[src/rtl/uart_pkg.sv]
// Shared UART receiver definitions: controller state encoding and default bit timing.
package uart_pkg;

    localparam int CLKS_PER_BIT_DEF = 868;

    typedef enum logic [2:0] {
        ST_IDLE  = 3'd0,
        ST_START = 3'd1,
        ST_DATA  = 3'd2,
        ST_STOP  = 3'd3,
        ST_BREAK = 3'd4
    } rx_state_e;

endpackage

[src/rtl/uart_rx_fifo.sv]
// Received-byte FIFO: power-of-two depth, wrapping pointers, occupancy counter.
module uart_rx_fifo #(
    parameter int DEPTH = 4,
    parameter int W     = 8
) (
    input  logic         clk,
    input  logic         rst,
    input  logic         push,
    input  logic [W-1:0] wdata,
    input  logic         pop,
    output logic [W-1:0] rdata,
    output logic         full,
    output logic         empty
);

    localparam int AW = $clog2(DEPTH);
    localparam logic [AW:0] DEPTH_C = (AW+1)'(DEPTH);

    logic [W-1:0]  mem [DEPTH];
    logic [AW-1:0] wr_ptr;
    logic [AW-1:0] rd_ptr;
    logic [AW:0]   count;
    logic          do_push;
    logic          do_pop;

    assign empty   = (count == '0);
    assign full    = (count == DEPTH_C);
    assign do_pop  = pop & ~empty;
    // A full FIFO still takes a byte when the head leaves on the same edge.
    assign do_push = push & (~full | do_pop);

    // Gate the head to zero when empty so stale storage never shows after reset.
    assign rdata = empty ? '0 : mem[rd_ptr];

    always_ff @(posedge clk) begin
        if (rst && do_push)
            mem[wr_ptr] <= wdata;
    end

    always_ff @(posedge clk) begin
        if (!rst) begin
            wr_ptr <= '0;
            rd_ptr <= '0;
            count  <= '0;
        end else begin
            if (do_push)
                wr_ptr <= wr_ptr + 1'b1;
            if (do_pop)
                rd_ptr <= rd_ptr + 1'b1;
            case ({do_push, do_pop})
                2'b10:   count <= count + 1'b1;
                2'b01:   count <= count - 1'b1;
                default: count <= count;
            endcase
        end
    end

endmodule

[src/rtl/uart_rx_ctrl.sv]
// UART receiver: input synchronizer, oversampling FSM with baud counter, and
// shift register feeding a small byte FIFO.
module uart_rx_ctrl
    import uart_pkg::*;
#(
    parameter int CLKS_PER_BIT = CLKS_PER_BIT_DEF,
    parameter int FIFO_DEPTH   = 4
) (
    input  logic       clk,
    input  logic       rst,
    input  logic       en,
    input  logic       rx,
    output logic [7:0] rx_data,
    output logic       rx_valid,
    input  logic       rx_ready,
    output logic       busy,
    output logic       frame_err,
    output logic       overrun
);

    localparam logic [15:0] HALF_M1 = 16'(CLKS_PER_BIT / 2 - 1);
    localparam logic [15:0] FULL_M1 = 16'(CLKS_PER_BIT - 1);

    rx_state_e   state;
    logic        rx_m;
    logic        rx_s;
    logic [15:0] cnt;
    logic [2:0]  bit_idx;
    logic [7:0]  shreg;
    logic        bit_end;
    logic        push;
    logic        pop;
    logic        full;
    logic        empty;

    always_ff @(posedge clk) begin
        if (!rst) begin
            rx_m <= 1'b1;
            rx_s <= 1'b1;
        end else begin
            rx_m <= rx;
            rx_s <= rx_m;
        end
    end

    assign bit_end  = (cnt == FULL_M1);
    // Good stop bit: the byte goes into the FIFO on the stop-sample edge itself.
    assign push     = en & (state == ST_STOP) & bit_end & rx_s;
    assign rx_valid = ~empty;
    assign pop      = rx_valid & rx_ready;

    always_ff @(posedge clk) begin
        if (!rst) begin
            state     <= ST_IDLE;
            cnt       <= '0;
            bit_idx   <= '0;
            shreg     <= '0;
            busy      <= 1'b0;
            frame_err <= 1'b0;
            overrun   <= 1'b0;
        end else begin
            frame_err <= 1'b0;
            overrun   <= push & full & ~pop;
            if (!en) begin
                // Disable abandons any partial frame silently.
                state   <= ST_IDLE;
                cnt     <= '0;
                bit_idx <= '0;
                busy    <= 1'b0;
            end else begin
                case (state)
                    ST_IDLE: begin
                        if (!rx_s) begin
                            state <= ST_START;
                            cnt   <= '0;
                            busy  <= 1'b1;
                        end
                    end
                    ST_START: begin
                        if (cnt == HALF_M1) begin
                            cnt     <= '0;
                            bit_idx <= '0;
                            if (!rx_s) begin
                                state <= ST_DATA;
                            end else begin
                                state <= ST_IDLE;
                                busy  <= 1'b0;
                            end
                        end else begin
                            cnt <= cnt + 1'b1;
                        end
                    end
                    ST_DATA: begin
                        if (bit_end) begin
                            cnt     <= '0;
                            shreg   <= {rx_s, shreg[7:1]};
                            bit_idx <= bit_idx + 1'b1;
                            if (bit_idx == 3'd7)
                                state <= ST_STOP;
                        end else begin
                            cnt <= cnt + 1'b1;
                        end
                    end
                    ST_STOP: begin
                        if (bit_end) begin
                            cnt <= '0;
                            if (rx_s) begin
                                state <= ST_IDLE;
                                busy  <= 1'b0;
                            end else begin
                                state     <= ST_BREAK;
                                frame_err <= 1'b1;
                            end
                        end else begin
                            cnt <= cnt + 1'b1;
                        end
                    end
                    ST_BREAK: begin
                        // Wait out a held-low line so it cannot be taken as new start bits.
                        if (rx_s) begin
                            state <= ST_IDLE;
                            cnt   <= '0;
                            busy  <= 1'b0;
                        end
                    end
                    default: begin
                        state <= ST_IDLE;
                        cnt   <= '0;
                        busy  <= 1'b0;
                    end
                endcase
            end
        end
    end

    uart_rx_fifo #(
        .DEPTH (FIFO_DEPTH),
        .W     (8)
    ) u_fifo (
        .clk   (clk),
        .rst   (rst),
        .push  (push),
        .wdata (shreg),
        .pop   (pop),
        .rdata (rx_data),
        .full  (full),
        .empty (empty)
    );

endmodule

[config.mk]
export PLATFORM = sky130hd
export DESIGN_NAME = uart_rx_ctrl
export DESIGN_NICKNAME = d
export VERILOG_FILES = /design/src/rtl/uart_pkg.sv /design/src/rtl/uart_rx_fifo.sv /design/src/rtl/uart_rx_ctrl.sv
export SDC_FILE = /design/constraint.sdc
export NUM_CORES = 1
export LEC_CHECK = 0
export BUFFER_PORTS_ARGS = -buffer_cell sky130_fd_sc_hd__clkbuf_2
export CAP_MARGIN = 10
export CORE_UTILIZATION = 50
export CTS_CLUSTER_DIAMETER = 40
export DETAILED_ROUTE_END_ITERATION = 12
export MAX_ROUTING_LAYER = met4
export PLACE_DENSITY = 0.67
export SYNTH_ARGS = -nofsm -noshare
export SYNTH_HDL_FRONTEND = slang
export SYNTH_SLANG_ARGS = --single-unit
[constraint.sdc]
create_clock -name clk -period 2.6 [get_ports clk]
set_input_delay 0.26 -clock clk [delete_from_list [all_inputs] [get_ports clk]]
set_output_delay 0.26 -clock clk [all_outputs]
set_load 0.01 [all_outputs]
Word level (Yosys, flattened, before mapping) --
Memories as Yosys holds them, arrays and structs flattened. A register that Yosys moved wholly into a read port is not among the register bits. Index checks and enable logic that the tools add are counted.
Word-level totals: RAM bits 32, memories kept 1, register bits 42, input bits 5, logic and storage cells 90, output and inout bits 12
Memory list:
- u_fifo.mem | depth 4, bits a word 8, read ports 1, clocked after memory_dff 1, wr ports 1, RTL line uart_rx_fifo.sv:19 | logic [W-1:0] mem [DEPTH];
Cells by class: muxes and demuxes 29, bitwise gates (word level) 13, $add $sub $neg 6, reduce and logical (&&, ||, !) cells 13, eq/ne operators 16
Operators by type and width (count):
- 16-bit 2-to-1 mux | 4
- 16-bit one-hot mux with 4 select lines | 1
- 3-bit 2-to-1 mux | 9
- 16-bit by 1-bit adder with 16-bit output (second input constant) | 1
- 16-bit by 10-bit == test with 1-bit output (second input constant) | 1
- 16-bit by 9-bit == test with 1-bit output (second input constant) | 1
- 3-bit one-hot mux with 5 select lines | 1
- 2-bit inequality test (second input constant) | 6
- 3-bit one-hot mux with 2 select lines | 2
- 3-bit == test (second input constant) | 3
- 1-bit bitwise AND | 8
- 8-bit 2-to-1 mux | 1
- 4-bit AND reduction | 2
- 1-bit 2-to-1 mux | 7
- 3-bit by 1-bit adder with 3-bit output (second input constant) | 2
- 3-bit by 2-bit == test with 1-bit output (second input constant) | 2
- 3-bit zero test | 2
- 2-bit 2-to-1 mux | 3
- 3-bit AND reduction | 2
- 6-bit AND reduction | 1
- 1-bit one-hot mux with 5 select lines | 1
- 2-bit by 1-bit adder with 2-bit output (second input constant) | 2
- 1-bit inverter | 4
- 2-bit AND reduction | 2
- other kinds (8) | 9

Longest topological paths before layout --
Gate-level depths: netlist of run 1.
word-level depth 9, depth in mapped cells 10, depth with buffers taken out 10

Hierarchy --
Synthesis of run 1 repeated with hierarchy kept, for this count alone.
Unflattened totals: cell total of the unflattened synthesis 305, area, all modules 3533.4 µm²
Modules (own cells, without submodules):
- uart_rx_ctrl | cells each 200, instances 1, area an instance 1824.2 µm², seq. area each 700.7 µm²
- uart_rx_fifo | cells each 105, instances 1, area an instance 1709.1 µm², seq. area each 1141.1 µm²

Worst setup path before layout of run 1 --
Ideal clock, no wire load.
path type reg2reg, start point register u_fifo.count[0], end point register u_fifo.count[2], path buffers 0, path slack 0.128 ns, library setup time 0.076 ns, clock period less this slack 2.472 ns, required time 2.524 ns, cell stages (with the launch flop) 10, arrival time 2.396 ns, path through dfxtp_1 -> or4b_2 -> nand3_1 -> or3_1 -> ha_1 -> inv_1 -> fa_1 -> xor2_1 -> or3_1 -> a21boi_0
On the way: cells in the longest elaborated chain, start to end 8, elaborated cells between the ends (all ways) 14, those cells by class add/sub (2); eq/ne (3); mux (1); bitwise (6); reduce/logical (2)
RTL lines:
- from (decl) | RTL line uart_rx_fifo.sv:22 | logic [AW:0] count;
- from (signal assigned) | RTL line uart_rx_fifo.sv:51 | 2'b10: count <= count + 1'b1;
- from (signal assigned) | RTL line uart_rx_fifo.sv:52 | 2'b01: count <= count - 1'b1;
- from (signal assigned) | RTL line uart_rx_fifo.sv:53 | default: count <= count;
- 3-bit zero test | RTL line uart_rx_fifo.sv:26 | assign empty = (count == '0);
- 1-bit inverter | RTL line uart_rx_fifo.sv:28, uart_rx_ctrl.sv:49
- 1-bit bitwise AND | RTL line uart_rx_ctrl.sv:50 | assign pop = rx_valid & rx_ready;
- 1-bit bitwise AND | RTL line uart_rx_fifo.sv:28 | assign do_pop = pop & ~empty;
- 1-bit bitwise OR | RTL line uart_rx_fifo.sv:30 | assign do_push = push & (~full | do_pop);
- 1-bit bitwise AND | RTL line uart_rx_fifo.sv:30
- 2-bit by 1-bit == test with 1-bit output or 2-bit == test (tied branches) | RTL line uart_rx_fifo.sv:50 | case ({do_push, do_pop})
- 3-bit one-hot mux with 2 select lines or 2-bit nonzero test (tied branches)
Parallel ways exist; a longest one is shown, timed or not. A chain may end at the register's enable or synchronous reset.

Worst setup path after layout of run 1 --
start point register u_fifo.count[1], end point register u_fifo.count[2]
Same word-level chain as after synthesis.

==> flow_summary.yaml, run 1 <==
setup_path:
  crit_top_cell: "or3_1"
  r2r_start: "u_fifo.count[1]"
  crit_path_end: "u_fifo.count[2]"
  critical-path-max-stage-delay_ns: 0.53
  cp_top_family: "simple AND/OR/NAND/NOR gates"
  r2r_end: "u_fifo.count[2]"
  worst-path-stages: 9
  critical_path.slowest_cell: "or4b_4"
  crit_fanout: 4
  worst-path-buf-inv: 1
  crit_arrival_ns: 2.66
  r2r_setup_slack_ns: 0.21
  ff2ff_path_depth: 9
  path_cells: "or4b_4 > nand3_2 > or3_1 > ha_1 > inv_1 > fa_1 > xor2_1 > or3_1 > a21boi_0"
  endpoint_kind: "flop"
  worst-setup-path-type: "flop to flop"
  crit_start: "u_fifo.count[1]"
  cp-start-kind: "flop"
  required_ns: 2.88
synth:
  avgSynthCellArea_um2: 11.6
  ys_ff_latch: 76
  yosysSeqAreaShare: 0.516
  synthArstFlopShare: 0
  synth_ff_type: "dfxtp_1"
  syn-instance-count: 307
  synth_enable_flop_cells: 32
  synthesis.area_um2: 3570
  synth_cell_types: 60
  syn-num-nets: 322
  yosys_warnings: 0
timing:
  worstMarginPinSlew_ns: 0.788
  worst_slack_ns: 0.212
  max_freq_ghz: 0.419
  setup_tns_ns: 0
  rsz0062_at_grt: "false"
  hold_violations: 0
  relSlewSlack: 0.470
  drv_slew: 0
  fin_skew_ns: 0.00931
  setup_violations: 0
  fin_crit_sh: 0.918
  period_needed_ns: 2.39
grt:
  grt_max_degree: 22
  grt_pass1_wl_um: 10800
  grt_pass1_vias: 2237
  grt.total_usage: 0.196
  gr-total-overflow: 0
  antenna_found_initial: 0
placed_design:
  dp_slack_ns: 0.0528
  placed_area_um2: 3850
  portBuffers: 16
  dp_hpwl_um: 4410
  place_congestion: 0.835
finish:
  num_antenna_cells: 0
  final_area_um2: 4100
  layout_commonest_cell: "dfxtp_1"
  layout_common_cells: "dfxtp_1, edfxtp_1, and2_1"
  drive_gt1_frac: 0.235
  nets: 354
  syn2layout_area_growth_pct: 15.0
drt:
  dr.first_iter.drc_count: 76
  dr.pass1.iters: 4
  vias: 2405
  ant_nets: 0
  drt-vias-per-instance: 5.47
  routedWlPerCell_um: 14.4
  drt-total-wl_um: 6320
  drc: 0
clocking:
  cts_tree: "built"
  htreeDepth: 3
  cts_root_buffer: "clkbuf_8"
  clk_latency_ns: 0.34
  cts.path.max_buffers: 2
  cts.clk_slew.worst_paths_ns: 0.08
  cts_buffers: 9
  clock_sinks: 76
die:
  dieWidth_um: 86.5
  io-pin-count: 17
  rows: 30
  initial_core_util: 0.522
  die_h_um: 86.5
  coreArea_um2: 6830
  die_area_um2: 7480
run:
  drv_cap: 0
power_and_ir_drop:
  powerDensity_nw_per_um2: 566
  leakagePower_nw: 1.46
  irDropWorstVdd_mv: 0.460
hold_path:
  min_path_type: "primary input to flop"
status:
  status: "finished clean"
==> registers in the layout, indices dropped and copies added, names as in the netlist, 2 cells and up, named ones only <==
signal / count
cnt: 16
bit_idx: 3
u_fifo.mem: 32
state: 3
u_fifo.wr_ptr: 2
u_fifo.rd_ptr: 2
shreg: 8
u_fifo.count: 3
==> synth_stat cells (2+ instances only) <==
library cell   n  area, um^2
a21oi_1        7        35.0
nand3_1       15        75.1
inv_1         13        48.8
and4_1         2        17.5
ha_1           9         113
nor3_1         4        20.0
buf_6          2        22.5
a22o_1         3        26.3
nor2_1        10        37.5
clkbuf_1       9        33.8
nand2_1       16        60.1
mux2i_1        9        90.1
o21ai_0        9        45.0
a31oi_1        9        56.3
mux2_2         2        22.5
mux4_2         8         180
nor2b_1       15        93.8
edfxtp_1      32         961
nor4_1         3        18.8
xor2_1         2        17.5
and2_1        18         113
nor4_4         2        42.5
nand2b_1       5        31.3
nor2_2         2        12.5
or3_1          4        25.0
dfxtp_1       44         881
a41oi_1        3        26.3
nand3b_1       5        37.5
nand4_1        4        25.0
o22ai_1        2        12.5
and3_1         4        25.0
xnor2_1        5        43.8
or2b_1         2        15.0
a21oi_2        2        17.5
==> layout make-up <==
class / instances / area, um^2
Clock inverter: 7 / 105
Inverter: 13 / 48.8
Multi-Input combinational cell: 204 / 1610
Timing Repair Buffer: 35 / 248
Fill cell: 601 / 2730
Sequential cell: 76 / 1850
Tap cell: 96 / 120
Clock buffer: 9 / 124
==> per-stage QoR <==
step / instances / utilization / hold slack [ns] / total power [mW]
after global placement: 424 / 0.563 / 0.389 / 1.32
after CTS: 440 / 0.597 / 0.0696 / 2.34
after floorplan: 307 / - / 0.361 / 1.30
after detailed placement: 424 / 0.563 / 0.392 / 1.32
after global routing: 440 / 0.600 / 0.0761 / 2.41
final: 440 / 0.600 / 0.0877 / 2.32
==> worst min path at each step <==
stage	from	cells past startpoint	slack, ns	end
floorplan	rx	1	0.36	rx_m
global placement	rx_m	1	0.39	rx_s
detailed placement	rx_m	1	0.39	rx_s
CTS	rx	2	0.07	rx_m
global route	rx	2	0.08	rx_m
finish	rx	2	0.09	rx_m
==> metal layers <==
metal,share of wire,track usage,vias to the layer above
met1,0.48,0.249,1161
li1,-,-,1194
met5,0,-,-
met2,0.48,0.297,44
met3,0.031,0.0562,6
met4,0.011,0.0742,0
==> power by group <==
group / internal (mW) / switching (mW) / leakage (nW)
combinational: 0.0234 / 0.0326 / 0.619
clock: 0.557 / 0.468 / 0.113
sequential: 1.23 / 0.00481 / 0.729
total: 1.81 / 0.506 / 1.46
==> cell families (layout without fill, tap and decap cells) <==
family / after synthesis / in the layout / share of synthesized area
simple gates: 123 / 123 / 0.219
flops: 76 / 76 / 0.516
compound gates: 45 / 45 / 0.0901
buf+inv: 27 / 64 / 0.0386
mux: 19 / 19 / 0.0821
fa+ha+maj: 10 / 10 / 0.0372
xor+xnor: 7 / 7 / 0.0172
==> timing repair <==
item	CTS	global route
buffers inserted	0	0
endpoints found under the setup margin	0	2
gates resized for setup	0	7
hold buffers	0	0
Power figures use the tool's default switching activity.
==> run 2: changes to the inputs <==
Settings changed: CORE_UTILIZATION 50 to 55, PLACE_DENSITY 0.67 to 0.72, SKIP_CTS_REPAIR_TIMING from default to 1.
==> flow_summary.yaml, run 2 (synthesis results as in run 1) <==
status:
  status: "finished clean"
finish:
  largest_reg_flops: 32
  n_fill_cell: 497
  drive_gt1_frac: 0.222
  largest_register: "u_fifo.mem"
  layout_common_cells: "dfxtp_1, edfxtp_1, and2_1"
  seq_area_um2: 1840
  reg_top3: "u_fifo.mem x32, cnt x16, shreg x8"
  syn2layout_area_growth_pct: 12.3
  multi_input_area_um2: 1600
  num_antenna_cells: 0
  nets: 352
  layout_commonest_cell: "dfxtp_1"
placed_design:
  place_congestion: 0.860
  dp_slack_ns: 0.0282
  portBuffers: 16
  dp_hpwl_um: 4340
setup_path:
  cp-start-kind: "flop"
  crit_arrival_ns: 2.69
  worst-setup-path-type: "flop to flop"
  endpoint_kind: "flop"
  ff2ff_path_depth: 10
  required_ns: 2.88
  crit_fanout: 5
grt:
  grtUsageMet2: 0.342
  grt_max_degree: 22
  gr-total-overflow: 0
  grt.total_usage: 0.217
  busiest_layer: "met2"
  grtUsageMet3: 0.0440
  grt_pass1_vias: 2227
  met1_usage: 0.267
  grt_pass1_wl_um: 10600
  antenna_found_initial: 0
clocking:
  cts_buffers: 9
  cts.path.max_buffers: 2
  cts.clk_slew.worst_paths_ns: 0.08
  clk_latency_ns: 0.35
  cts_tree: "built"
  clock_sinks: 76
  htreeDepth: 3
  cts_root_buffer: "clkbuf_8"
drt:
  ant_nets: 0
  vias: 2347
  routedWlPerCell_um: 14.9
  drt-vias-per-instance: 5.63
  drt-total-wl_um: 6190
  dr.pass1.iters: 4
  dr.first_iter.drc_count: 124
  drc: 0
timing:
  worst_slack_ns: 0.185
  setup_violations: 0
  fin_skew_ns: 0.00799
  drv_slew: 0
  worstMarginPinSlew_ns: 0.802
  max_freq_ghz: 0.414
  relSlewSlack: 0.461
  period_needed_ns: 2.42
  fin_crit_sh: 0.929
  setup_tns_ns: 0
  hold_violations: 0
  rsz0062_at_grt: "false"
power_and_ir_drop:
  p_sw_frac: 0.209
  clockPowerShare: 0.431
  p_comb_frac: 0.024
  switching_power_mw: 0.477
  leakagePower_nw: 1.45
  pwr-share-seq: 0.544
  irDropWorstVdd_mv: 0.348
  p_int_mw: 1.80
  powerDensity_nw_per_um2: 569
die:
  die_h_um: 82.5
  dieWidth_um: 82.5
  initial_core_util: 0.585
  die_area_um2: 6810
  coreArea_um2: 6100
  rows: 28
  io-pin-count: 17
hold_path:
  min_path_type: "primary input to flop"
  min_path_cells: 2
run:
  drv_cap: 0
## run 2: changes by cell type in the layout (fill, tap and decap cells not counted)
cell        previous run  this run
buf_12                 2         0
clkinvlp_4             1         0
clkinv_2               0         2
inv_6                  3         1
inv_8                  1         0
dfxtp_1               42        43
clkinv_4               0         1
ha_1                   8         9
dfxtp_4                1         0
ha_4                   1         0
a21boi_1               0         1
clkbuf_1               0         1
a21boi_0               1         0
## run 2: critical path, stage by stage, from the launching register on
cell and delay, ns:
dfxtp_1 0.40, ha_1 0.23, and4_1 0.20, nand4_1 0.15, or3_1 0.39, ha_1 0.21
inv_1 0.07, fa_1 0.17, xor2_1 0.07, or3_1 0.30, a21boi_1 0.15
## run 2: metrics by stage
stage               area (um^2)  hold WS, ns  power, mW   util  instances
floorplan                  3570        0.361       1.30      -        307
global placement           3780        0.414       1.32  0.620        401
detailed placement         3780        0.406       1.32  0.620        401
CTS                        4000       0.0775       2.29  0.655        417
global route               4010       0.0961       2.36  0.657        417
finish                     4010       0.0913       2.28  0.657        417
## run 2: power by group through the flow
stage	sequential, mW	clock, mW	combinational (mW)
2_1_floorplan	1.27	0	0.0384
3_3_place_gp	1.27	0	0.0547
3_5_place_dp	1.27	0	0.0552
4_1_cts	1.24	0.998	0.0554
5_1_grt	1.24	1.06	0.0615
6_report	1.24	0.982	0.0554
## run 2: metal layers
| layer | vias up | share of wire |
|---|---|---|
| li1 | 1186 | - |
| met3 | 13 | 0.019 |
| met1 | 1126 | 0.48 |
| met5 | - | 0 |
| met2 | 22 | 0.48 |
| met4 | 0 | 0.023 |
## run 2: layout make-up
cell class,instances,area share
Timing Repair Buffer,33,0.0519
Multi-Input combinational cell,204,0.399
Sequential cell,76,0.460
Clock inverter,6,0.0219
Clock buffer,10,0.0319
Inverter,13,0.0122
Tap cell,75,0.0234
## run 2: path summary, 6_finish.rpt
path,start,endpoint,slack (ns)
worst min-delay path,rx,rx_m,0.09
worst max-delay path,cnt[1],u_fifo.count[2],0.18
worst min register to register,rx_m,rx_s,0.43
worst max register to register,cnt[1],u_fifo.count[2],0.18
